[config.mk]
export PLATFORM = sky130hd
export DESIGN_NAME = stream_rr_fifo_arbiter
export DESIGN_NICKNAME = d
export VERILOG_FILES = /design/src/rtl/stream_rr_fifo_arbiter.sv
export SDC_FILE = /design/constraint.sdc
export NUM_CORES = 1
export LEC_CHECK = 0
export BUFFER_PORTS_ARGS = -buffer_cell sky130_fd_sc_hd__buf_2
export CORE_MARGIN = 2
export CORE_UTILIZATION = 30
export DETAILED_ROUTE_END_ITERATION = 10
export GPL_TIMING_DRIVEN = 0
export HOLD_SLACK_MARGIN = 0.03
export PLACE_DENSITY = 0.72
export SLEW_MARGIN = 40
export SYNTH_ARGS = -nofsm -noshare
export SYNTH_HDL_FRONTEND = slang
export SYNTH_SLANG_ARGS = --single-unit
[constraint.sdc]
create_clock -name ap_clk -period 4.85 [get_ports ap_clk]
set_input_delay 0.97 -clock ap_clk [delete_from_list [all_inputs] [get_ports ap_clk]]
set_output_delay 0.97 -clock ap_clk [all_outputs]
set_load 0.01 [all_outputs]
[src/rtl/stream_rr_fifo_arbiter.sv]
// Round-robin arbiter that merges NUM_IN AXI-Stream producers into one StreamingFIFO input,
// granting fixed BURST-beat bursts only when the FIFO can absorb the whole burst.
module stream_rr_fifo_arbiter #(
   parameter int NUM_IN     = 4,
   parameter int WIDTH      = 8,
   parameter int BURST      = 4,
   parameter int FIFO_DEPTH = 4096,
   parameter int CNT_W      = 12,
   parameter int ID_W       = 2
) (
   input  logic                      ap_clk,
   input  logic                      ap_rst,
   input  logic [NUM_IN*WIDTH-1:0]   in_TDATA,
   input  logic [NUM_IN-1:0]         in_TVALID,
   output logic [NUM_IN-1:0]         in_TREADY,
   output logic [WIDTH-1:0]          out_TDATA,
   output logic                      out_TVALID,
   input  logic                      out_TREADY,
   output logic [ID_W-1:0]           out_TID,
   output logic                      out_TLAST,
   input  logic [CNT_W-1:0]          fifo_count,
   output logic                      busy
);

   localparam int BEAT_W = $clog2(BURST + 1);
   localparam logic [BEAT_W-1:0] LAST_BEAT = BEAT_W'(BURST - 1);
   // One extra bit so FIFO_DEPTH itself is representable in the occupancy compare.
   localparam logic [CNT_W:0] SPACE_LIM = (CNT_W + 1)'(FIFO_DEPTH - BURST);

   typedef enum logic {IDLE, GRANT} state_t;

   state_t            state, state_nx;
   logic [ID_W-1:0]   gnt, gnt_nx;
   logic [ID_W-1:0]   last_gnt, last_gnt_nx;
   logic [BEAT_W-1:0] beat, beat_nx;
   logic [ID_W-1:0]   pick;
   logic              found;
   logic              space_ok;

   assign space_ok = ({1'b0, fifo_count} <= SPACE_LIM);

   // Two ascending passes: streams above last_gnt first, then wrap to the rest.
   always_comb begin
      found = 1'b0;
      pick  = '0;
      for (int unsigned i = 0; i < NUM_IN; i++) begin
         if (!found && in_TVALID[i] && (ID_W'(i) > last_gnt)) begin
            pick  = ID_W'(i);
            found = 1'b1;
         end
      end
      for (int unsigned i = 0; i < NUM_IN; i++) begin
         if (!found && in_TVALID[i] && (ID_W'(i) <= last_gnt)) begin
            pick  = ID_W'(i);
            found = 1'b1;
         end
      end
   end

   always_comb begin
      state_nx    = state;
      gnt_nx      = gnt;
      last_gnt_nx = last_gnt;
      beat_nx     = beat;
      in_TREADY   = '0;
      out_TDATA   = '0;
      out_TVALID  = 1'b0;
      out_TID     = '0;
      out_TLAST   = 1'b0;
      busy        = 1'b0;
      case (state)
         IDLE: begin
            if ((|in_TVALID) && space_ok) begin
               gnt_nx   = pick;
               beat_nx  = '0;
               state_nx = GRANT;
            end
         end
         GRANT: begin
            busy      = 1'b1;
            out_TID   = gnt;
            out_TLAST = (beat == LAST_BEAT);
            for (int unsigned i = 0; i < NUM_IN; i++) begin
               if (gnt == ID_W'(i)) begin
                  out_TDATA    = in_TDATA[i*WIDTH +: WIDTH];
                  out_TVALID   = in_TVALID[i];
                  in_TREADY[i] = out_TREADY;
               end
            end
            if (out_TVALID && out_TREADY) begin
               if (out_TLAST) begin
                  last_gnt_nx = gnt;
                  beat_nx     = '0;
                  state_nx    = IDLE;
               end else begin
                  beat_nx = beat + 1'b1;
               end
            end
         end
         default: state_nx = IDLE;
      endcase
   end

   always_ff @(posedge ap_clk) begin
      if (ap_rst) begin
         state    <= IDLE;
         gnt      <= '0;
         last_gnt <= ID_W'(NUM_IN - 1);
         beat     <= '0;
      end else begin
         state    <= state_nx;
         gnt      <= gnt_nx;
         last_gnt <= last_gnt_nx;
         beat     <= beat_nx;
      end
   end

endmodule

* Yosys cells after proc, flatten, opt, wreduce, memory -nomap -nowiden
Index checks and enable logic that the tools add are counted.
** Storage, ports and cells
- Register bits after elaboration :: 8
- Input port bits :: 51
- Output and inout port bits :: 17
** Cells by class
- Add/sub/neg operators :: 1
- Order comparisons :: 9
- Equality and inequality tests :: 6
- Mux-type cells :: 41
- Bitwise logic cells :: 1
- Reduce and logical (&&, ||, !) cells :: 29
** Operators with widths (count)
- 8-bit two-way mux :: 5
- 1-bit two-way mux :: 23
- 1-bit logical AND :: 17
- 2-bit two-way mux :: 7
- 12-bit less-or-equal comparator, second input constant :: 1
- 3-bit two-way mux :: 3
- 1-bit zero test :: 7
- 3-bit one-hot mux with 2 select lines :: 1
- 2-bit equality test, second input constant :: 2
- 1-bit by 2-bit > comparator with 1-bit output, first input constant :: 2
- 2-bit > comparator, first input constant :: 2
- 1-bit by 2-bit less-or-equal comparator with 1-bit output, first input constant :: 2
- 2-bit less-or-equal comparator, first input constant :: 2
- 4-bit two-way mux :: 1
- 2-bit AND reduction :: 2
- 4-bit OR reduction :: 1
- 3-bit by 1-bit adder with 3-bit output, second input constant :: 1
- 3-bit by 2-bit equality test with 1-bit output, second input constant :: 1
- 3-bit AND reduction :: 1
- 2-bit by 1-bit equality test with 1-bit output, second input constant :: 1
- 2-bit zero test :: 1
- 2-bit by 1-bit inequality test with 1-bit output, second input constant :: 1
- 2-bit inequality test, second input constant :: 1
- 1-bit one-hot mux with 2 select lines :: 1
- 1-bit inverter :: 1

* Logic depth before layout (Yosys ltp)
Gate-level depths: netlist of the first run.
- Word-level depth :: 31
- Mapped depth :: 5

* Worst setup path before layout of the first run
Ideal clock, no wire load.
- Path kind :: input to output
- Start point :: input in_TVALID[3]
- End point :: output out_TVALID
- Data arrival time :: 1648 ps
- Required time :: 3880 ps
- Slack :: 2232 ps
- Cell stages on the path :: 2
- Cell sequence :: mux4_2 -> and2_1
** Between the ends
- Longest elaborated chain between the ends :: 3
** RTL lines
- start: declaration :: line 14 : input logic [NUM_IN-1:0] in_TVALID,
- 1-bit two-way mux :: line 84 : if (gnt == ID_W'(i)) begin
- 1-bit two-way mux (2 in a row) :: line 71 : case (state)
- end: declaration :: line 17 : output logic out_TVALID,
No other way between the ends. The select of a mux whose other input is x is not followed.

* Final worst setup path of the first run
Same ends and word-level chain as after synthesis.

==> results.json, run 1 <==
{
  "ir_drop_mv": 0.0731,
  "layout.cells.non_filler": 189,
  "viasPerCell": 5.12,
  "drc": 0,
  "dieArea_sq_um": 3020,
  "drive_gt1_share_pct": 54.1,
  "synth.cell_area_sq_um": 779,
  "yosys_register_bits": 8,
  "p_comb_share_pct": 38.6,
  "synth.most_common_cell": "and2_1",
  "yosysWarnings": 0,
  "syn_inst": 89,
  "rsz0062_at_grt": "no",
  "final_nets": 213,
  "boundaryPins": 68,
  "finalSetupViolations": 0,
  "grt-ovfl-total": 0,
  "leakagePower_uw": 0.000587,
  "cts-root-buf": "clkbuf_4",
  "placed_area_sq_um": 1150,
  "tritoncts": "built",
  "drt_iter0_drc": 13,
  "grt_max_degree": 11,
  "yosys-top-cells-area": "mux4_2 (26%), dfxtp_1 (21%), and2_1 (10%)",
  "clock-sinks": 8,
  "crit_arrival_ns": 1.91,
  "intPower_uw": 138,
  "routed_wl_um": 2400,
  "pwr-share-seq_pct": 35.2,
  "r2r_slack_ns": 3.28,
  "post-place-ws_ns": 1.96,
  "design_area_sq_um": 1170,
  "worstPathRequired_ns": 3.88,
  "slew_headroom_pct": 68.6,
  "ctsHoldBuffers": 0,
  "crit_type": "primary input to output pin",
  "ant_nets": 0,
  "cts_resized": 0,
  "place.gp.congestion": 0.862,
  "fin_skew_ns": 0.00139,
  "path_cells": "buf_2 > mux4_2 > and2_1 > buf_2",
  "syn_area_per_cell_sq_um": 8.76,
  "die-width_um": 55.0,
  "n_antenna_cell": 0,
  "ys_types": 32,
  "synth-edff-count": 0,
  "switchingPower_uw": 56.5,
  "dp.cells": 186,
  "fin_crit_sh_pct": 59.4,
  "crit_path_max_fanout": 5,
  "die_h_um": 55.0,
  "yosys-top-cells-count": "and2_1 (13), mux4_2 (9), dfxtp_1 (8)",
  "async_flop_share_pct": 0,
  "fin_crit_ns": 2.88,
  "clkLatencyLatePin_ns": 0.25,
  "fillers": 246,
  "clkPwrFrac_pct": 26.2,
  "grt_pass1_wl_um": 3300,
  "rows": 18,
  "port_buffers": 67,
  "cts_setup_buffers": 0,
  "dr.pass1.iters": 4,
  "yosysSeqAreaShare_pct": 20.5,
  "fin_ws_ns": 1.97,
  "hold_violations": 0,
  "crit_path_end_kind": "output pin",
  "synth_top_cell_area_share_pct": 26.0,
  "crit_path_frequent_cell": "buf_2",
  "hold_class": "register to register",
  "cellPowerDensity_nw_per_um2": 166,
  "dp.final_hpwl_um": 2060,
  "max_clock_freq_mhz": 347,
  "htree_levels": 1,
  "worst_pin_slew_ns": 0.467,
  "synth_fp_nets": 141,
  "fin_hold_ws_ns": 0.481,
  "wire_per_inst_um": 12.7,
  "numCtsBuffers": 3,
  "grt_usage_pct": 14.8,
  "initial_core_util_pct": 31.5,
  "slowest_delay_ns": 0.51,
  "maxCapViolations": 0,
  "slew_violations": 0,
  "antenna_found_initial": 0,
  "core-area_sq_um": 2480,
  "p_sw_share_pct": 29.0,
  "synth_flop_cell": "dfxtp_1",
  "worst_path_max_delay_cell": "mux4_2",
  "startpoint_type": "primary input",
  "path_buf_inv": 2,
  "fin_tns_setup_ns": 0,
  "grt_pass1_vias": 824,
  "area_growth_pct": 50.7,
  "clkTransAtPathRegs_ns": 0.06,
  "via_count": 967,
  "cp_top_family": "multiplexers",
  "synth_area_leader_cell": "mux4_2",
  "clk_path_buf_depth": 2,
  "status": "finished clean"
}
## per-stage QoR
| stage | total power [uW] | utilization, % |
|---|---|---|
| after floorplan | 111 | - |
| after global placement | 143 | 46.5 |
| after detailed placement | 146 | 46.5 |
| after CTS | 197 | 47.4 |
| after global routing | 208 | 47.4 |
| final | 195 | 47.4 |
## path summary, 6_finish.rpt
kind                                    from         end  cells after the start
worst max-delay path            in_TVALID[3]  out_TVALID                      4
worst max register to register        gnt[1]     beat[1]                      5
worst min-delay path                 beat[2]     beat[2]                      1
worst min register to register       beat[2]     beat[2]                      1
## final cells by class
type                            count  area [sq um]  area share (%)
Sequential cell                     8           160            13.6
Clock buffer                        3          22.5            1.92
Buffer                              6          35.0            2.98
Inverter                            7          26.3            2.24
Tap cell                           30          37.5            3.19
Multi-Input combinational cell     68           558            47.5
Timing Repair Buffer               67           335            28.5
## cells in the final DEF (no fill, tap or decap), types with 2 or more instances in the layout
master	synthesis	routed
nor3_1	2	2
nand4_1	4	4
nor2_1	6	6
clkbuf_4	0	3
a311oi_1	2	2
and2_1	13	13
nand3_1	3	3
o21ai_0	2	2
a21oi_1	3	3
mux4_2	9	9
nand2_1	6	6
o211ai_1	2	2
buf_2	3	70
dfxtp_1	8	8
o21ai_1	2	2
inv_1	7	7
## worst reg2reg max path: stages (launching register included)
cell and delay, ns:
dfxtp_1 0.31, buf_6 0.13, mux4_2 0.37, nand3_2 0.12, or4b_1 0.48, o21ai_1 0.10
## power by group through the flow
stage	registers, uW	clock network, uW	logic [uW]
after floorplan	70.2	0	40.9
after global placement	69.9	0	73.5
after detailed placement	70.0	0	76.0
after CTS	68.6	52.3	76.1
after global routing	68.8	54.8	84.0
final	68.6	51.0	75.3
## routing by layer
metal	track usage, %	wire, um
met5	0	0
met4	3.66	14
met3	3.76	352
met2	29.8	1160
met1	14.9	870
## registers in the layout (all words and copies together), names as in the netlist
name	cells
gnt	2
beat	3
last_gnt	2
state	1
## cell families (layout without fill, tap and decap cells)
family	after synthesis	count (layout)	share of synthesized area [%]
AOI/OAI and AO/OA	13	13	10.4
adders and majority gates	1	1	1.60
buffers and inverters	13	83	7.86
DFF	8	8	20.5
muxes	10	10	27.3
and+or+nand+nor	44	44	32.3
Power figures use the tool's default switching activity.
==> run 2, diff against run 1 <==
--- a/config.mk
+++ b/config.mk
@@ -11,7 +11,7 @@
 export DETAILED_ROUTE_END_ITERATION = 10
 export GPL_TIMING_DRIVEN = 0
 export HOLD_SLACK_MARGIN = 0.03
-export PLACE_DENSITY = 0.72
+export PLACE_DENSITY = 0.75
 export SLEW_MARGIN = 40
 export SYNTH_ARGS = -nofsm -noshare
 export SYNTH_HDL_FRONTEND = slang
==> constraint.sdc (replaced) <==
create_clock -name ap_clk -period 2.6 [get_ports ap_clk]
set_input_delay 0.52 -clock ap_clk [delete_from_list [all_inputs] [get_ports ap_clk]]
set_output_delay 0.52 -clock ap_clk [all_outputs]
set_load 0.01 [all_outputs]
==> run 2 against run 1 <==
Compared with the run above: power up 87%; first-iteration DRC count fell by 7.7%; final cell count unchanged; sequential share of layout area is the same; design area unchanged; via count grew 0.31%; clock power grew 85%; worst setup slack lost 1.7 ns; flip-flop and latch count is the same; clock-buffer cell count unchanged; die area stayed put.
==> results.json, run 2 (synthesized netlist as in run 1, its figures left out) <==
{
  "die_h_um": 55.0,
  "slew_violations": 0,
  "grt_pass1_vias": 894,
  "hold_class": "register to register",
  "numCtsBuffers": 3,
  "crit_path_max_fanout": 10,
  "design_area_sq_um": 1170,
  "ff2ff_path_depth": 5,
  "regMostFlops": "beat",
  "cellPowerDensity_nw_per_um2": 310,
  "placed_area_sq_um": 1150,
  "worstPathRequired_ns": 2.08,
  "fin_tns_setup_ns": 0,
  "dp.final_hpwl_um": 2110,
  "drive_gt1_share_pct": 54.1,
  "fin_crit_ns": 2.37,
  "clk_path_buf_depth": 2,
  "clock-sinks": 8,
  "drt_iter0_drc": 12,
  "clkLatencyLatePin_ns": 0.25,
  "rsz0062_at_grt": "no",
  "routed_wl_um": 2460,
  "postLayoutCoreUtil_pct": 47.4,
  "die-width_um": 55.0,
  "status": "finished clean",
  "crit_start": "gnt[0]",
  "port_buffers": 67,
  "tritoncts": "built",
  "worst_pin_slew_ns": 0.381,
  "antenna_found_initial": 0,
  "final_nets": 213,
  "layout_commonest_cell": "buf_2",
  "boundaryPins": 68,
  "via_count": 970,
  "grt_usage_pct": 16.8,
  "leakagePower_uw": 0.000587,
  "reg.largest.list": "beat (3), gnt (2), last_gnt (2)",
  "r2r-start": "gnt[1]",
  "crit_path_end_kind": "output pin",
  "final_cell_mix": "buf_2 (70), and2_1 (13), mux4_2 (9)",
  "max_clock_freq_mhz": 422,
  "initial_core_util_pct": 31.5,
  "largest_reg_flops": 3,
  "layout.cells.non_filler": 189,
  "cts_resized": 0,
  "crit_type": "register to output pin",
  "grt_max_degree": 11,
  "startpoint_type": "register",
  "grt-ovfl-total": 0,
  "crit_end": "out_TDATA[2]",
  "drc": 0,
  "grt_pass1_wl_um": 3640,
  "dp.cells": 186,
  "slew_headroom_pct": 74.4,
  "clkTransAtPathRegs_ns": 0.06,
  "cts-root-buf": "clkbuf_4",
  "maxCapViolations": 0,
  "core-area_sq_um": 2480,
  "fillers": 234,
  "fin_hold_ws_ns": 0.478,
  "viasPerCell": 5.13,
  "area_growth_pct": 50.7,
  "n_antenna_cell": 0,
  "finalSetupViolations": 0,
  "cts_setup_buffers": 0,
  "fin_skew_ns": 0.00336,
  "place.gp.congestion": 0.812,
  "crit_arrival_ns": 1.85,
  "fin_crit_sh_pct": 91.1,
  "ir_drop_mv": 0.157,
  "dr.pass1.iters": 4,
  "ctsHoldBuffers": 0,
  "ant_nets": 0,
  "hold_violations": 0,
  "rows": 18,
  "r2r_slack_ns": 1.03,
  "htree_levels": 1,
  "wire_per_inst_um": 13.0,
  "rr_endpoint": "beat[1]",
  "dieArea_sq_um": 3020
}
run 2: per-stage QoR:
stage	setup slack (ns)	total power, uW
global placement	0.504	268
CTS	0.192	367
detailed placement	0.466	273
floorplan	0.688	207
finish	0.231	364
global route	0.0814	394
run 2: metal layers:
metal | vias up | routed length, um | GRT usage (%)
met5 | - | 0 | 0
met4 | 0 | 18 | 6.10
met3 | 4 | 312 | 6.45
met2 | 51 | 1280 | 32.3
met1 | 441 | 848 | 15.9
li1 | 474 | - | -
run 2: cell type report:
class / instances / area [sq um] / share of cell area (%)
plain buffers: 6 / 35.0 / 2.98
inverters: 7 / 26.3 / 2.24
repair buffers: 67 / 335 / 28.5
well taps: 30 / 37.5 / 3.19
multi-input cells: 68 / 558 / 47.5
clock buffers: 3 / 22.5 / 1.92
flip-flops and latches: 8 / 160 / 13.6
run 2: critical path: stages (launching register included):
cell and delay [ns]:
dfxtp_1 0.30, clkbuf_2 0.17, buf_2 0.28, mux4_2 0.53
and2_1 0.17, buf_2 0.14
run 2: worst min path at each step:
stage          startpoint      end  slack, ns  cells after the start
2_1_floorplan     beat[1]  beat[1]       0.44                      2
3_3_place_gp      beat[1]  beat[1]       0.45                      2
3_5_place_dp      beat[0]  beat[0]       0.48                      2
4_1_cts           beat[1]  beat[1]       0.48                      2
5_1_grt            ap_rst   gnt[0]       0.49                      2
6_report          beat[1]  beat[1]       0.48                      2
run 2: report_power, final:
part | switching, uW | internal (uW) | leakage (uW) | total [uW]
clock | 41.7 | 52.8 | 0.0000138 | 94.6
sequential | 1.48 | 126 | 0.0000653 | 128
combinational | 62.4 | 79.0 | 0.000508 | 141
total | 106 | 258 | 0.000587 | 364
==> run 3, diff against run 2 <==
--- a/config.mk
+++ b/config.mk
@@ -5,13 +5,14 @@
 export SDC_FILE = /design/constraint.sdc
 export NUM_CORES = 1
 export LEC_CHECK = 0
+export ABC_AREA = 1
 export BUFFER_PORTS_ARGS = -buffer_cell sky130_fd_sc_hd__buf_2
 export CORE_MARGIN = 2
 export CORE_UTILIZATION = 30
 export DETAILED_ROUTE_END_ITERATION = 10
 export GPL_TIMING_DRIVEN = 0
 export HOLD_SLACK_MARGIN = 0.03
-export PLACE_DENSITY = 0.75
+export PLACE_DENSITY = 0.72
 export SLEW_MARGIN = 40
 export SYNTH_ARGS = -nofsm -noshare
 export SYNTH_HDL_FRONTEND = slang
==> run 3 against run 2 <==
Compared with the run above: register-to-register slack gained 0.28 ns; via count grew 26%; critical path depth down 2; synthesized area rose by 13%; highest routed layer unchanged; critical endpoint is now out_TVALID.
==> results.json, run 3 <==
{
  "grt_pass1_wl_um": 4280,
  "slowest_delay_ns": 0.48,
  "synth.most_common_cell": "nand2_1",
  "rsz0062_at_grt": "no",
  "fin_crit_sh_pct": 76.4,
  "yosysSeqAreaShare_pct": 18.2,
  "synth_flop_cell": "dfxtp_1",
  "crit_path_max_fanout": 9,
  "worstPathRequired_ns": 2.08,
  "final_nets": 283,
  "n_antenna_cell": 0,
  "synth_area_leader_cell": "nand2_1",
  "multi_input_comb_area_sq_um": 617,
  "cts_setup_buffers": 0,
  "fillers": 301,
  "crit_type": "register to output pin",
  "regMostFlops": "beat",
  "clk_path_buf_depth": 2,
  "synth.cell_area_sq_um": 880,
  "tritoncts": "built",
  "yosys-top-cells-area": "nand2_1 (19%), dfxtp_1 (18%), nor2_1 (11%)",
  "yosysWarnings": 0,
  "core-area_sq_um": 2780,
  "antenna_found_initial": 0,
  "initial_core_util_pct": 31.6,
  "largest_reg_flops": 3,
  "ys_types": 23,
  "maxCapViolations": 0,
  "grt-ovfl-total": 0,
  "clock-sinks": 8,
  "grt_usage_pct": 15.5,
  "drive_gt1_share_pct": 38.9,
  "die-width_um": 58.1,
  "worstHoldEndpoint": "beat[1]",
  "routed_wl_um": 2580,
  "slew_headroom_pct": 78.4,
  "wire_per_inst_um": 9.93,
  "finalSetupViolations": 0,
  "rr_endpoint": "last_gnt[1]",
  "rows": 19,
  "leakagePower_uw": 0.000739,
  "clkLatencyLatePin_ns": 0.25,
  "place.gp.congestion": 0.880,
  "status": "finished clean",
  "numCtsBuffers": 3,
  "cts-root-buf": "clkbuf_4",
  "final_cell_mix": "buf_2 (68), nand2_1 (44), nor2_1 (25)",
  "viasPerCell": 4.72,
  "r2r_slack_ns": 1.31,
  "boundaryPins": 68,
  "cellPowerDensity_nw_per_um2": 302,
  "worst_pin_slew_ns": 0.322,
  "area_growth_pct": 45.1,
  "hold_violations": 0,
  "whs_path_depth": 2,
  "yosys_register_bits": 8,
  "layout_commonest_cell": "buf_2",
  "slew_violations": 0,
  "async_flop_share_pct": 0,
  "synth-edff-count": 0,
  "synth_top_cell_area_share_pct": 18.8,
  "fin_crit_ns": 1.99,
  "ant_nets": 0,
  "grt_pass1_vias": 1047,
  "reg.largest.list": "beat (3), gnt (2), last_gnt (2)",
  "seq_area_sq_um": 160,
  "cp_top_family": "buffers and inverters",
  "dieArea_sq_um": 3380,
  "syn_area_per_cell_sq_um": 5.53,
  "port_buffers": 67,
  "drc": 0,
  "clkTransAtPathRegs_ns": 0.05,
  "htree_levels": 1,
  "syn_inst": 159,
  "cts_resized": 0,
  "die_h_um": 58.1,
  "via_count": 1226,
  "crit_arrival_ns": 1.47,
  "worstHoldStart": "ap_rst",
  "grt_max_degree": 11,
  "fin_tns_setup_ns": 0,
  "synth_fp_nets": 211,
  "path_buf_inv": 2,
  "fin_skew_ns": 0.00298,
  "yosys-top-cells-count": "nand2_1 (44), nor2_1 (25), inv_1 (15), o21ai_0 (15), nand3_1 (14)",
  "ff2ff_path_depth": 8,
  "drt_iter0_drc": 70,
  "worst_path_max_delay_cell": "dfxtp_1",
  "dp.final_hpwl_um": 2110,
  "path_cells": "clkinv_1 > a21oi_1 > buf_2",
  "fin_hold_ws_ns": 0.455,
  "crit_path_end_kind": "output pin",
  "ir_drop_mv": 0.242,
  "max_clock_freq_mhz": 503,
  "ctsHoldBuffers": 0,
  "dr.pass1.iters": 4,
  "startpoint_type": "register",
  "hold_class": "primary input to register",
  "r2r-start": "gnt[0]"
}
==> run 3: worst max path at each step <==
stage                       from           end  slack, ns  cells after the start
finish                     state    out_TVALID       0.61                      3
CTS                        state    out_TVALID       0.58                      3
global placement    in_TVALID[1]    out_TVALID       0.85                      6
floorplan                 gnt[1]  out_TDATA[2]       1.03                      6
global route               state    out_TVALID       0.48                      3
detailed placement  in_TVALID[1]    out_TVALID       0.84                      6
==> run 3: per-layer routing <==
| layer | up-vias | global-route usage (%) | wire (um) |
|---|---|---|---|
| li1 | 664 | - | - |
| met1 | 510 | 19.6 | 1170 |
| met2 | 49 | 27.3 | 1170 |
| met3 | 3 | 4.46 | 232 |
| met4 | 0 | 0.997 | 11 |
| met5 | - | 0 | 0 |
==> run 3: logic make-up after synthesis <==
family                   count (synthesis)  share of synthesized area (%)
AND/OR/NAND/NOR                         93                           45.9
buffers and inverters                   23                           11.7
flip-flops                               8                           18.2
adder cells (fa/ha/maj)                  1                           1.42
AO/OA/AOI/OAI                           34                           22.8
==> run 3: where the power goes <==
group          total, uW  internal (uW)  leakage, uW  switching [uW]
logic                159           72.9     0.000659            86.3
registers            133            127    0.0000654            6.09
clock network       93.0           52.7    0.0000138            40.4
total                386            253     0.000739             133
==> run 3: area by class of cell <==
| cell class | count | share of cell area (%) |
|---|---|---|
| multi-input combinational | 128 | 48.3 |
| timing repair buffer | 67 | 26.3 |
| sequential | 8 | 12.5 |
| inverter | 20 | 5.98 |
| tap | 31 | 3.04 |
| buffer | 3 | 2.06 |
| clock buffer | 3 | 1.76 |
==> run 3: metrics by stage <==
stage / util [%] / cells / total power (uW) / worst slack (ns) / area (sq um)
finish: 45.9 / 260 / 386 / 0.613 / 1280
global placement: 45.1 / 257 / 295 / 0.848 / 1250
global route: 45.9 / 260 / 419 / 0.475 / 1280
floorplan: - / 159 / 226 / 1.03 / 880
CTS: 45.9 / 260 / 389 / 0.584 / 1280
detailed placement: 45.1 / 257 / 296 / 0.837 / 1250
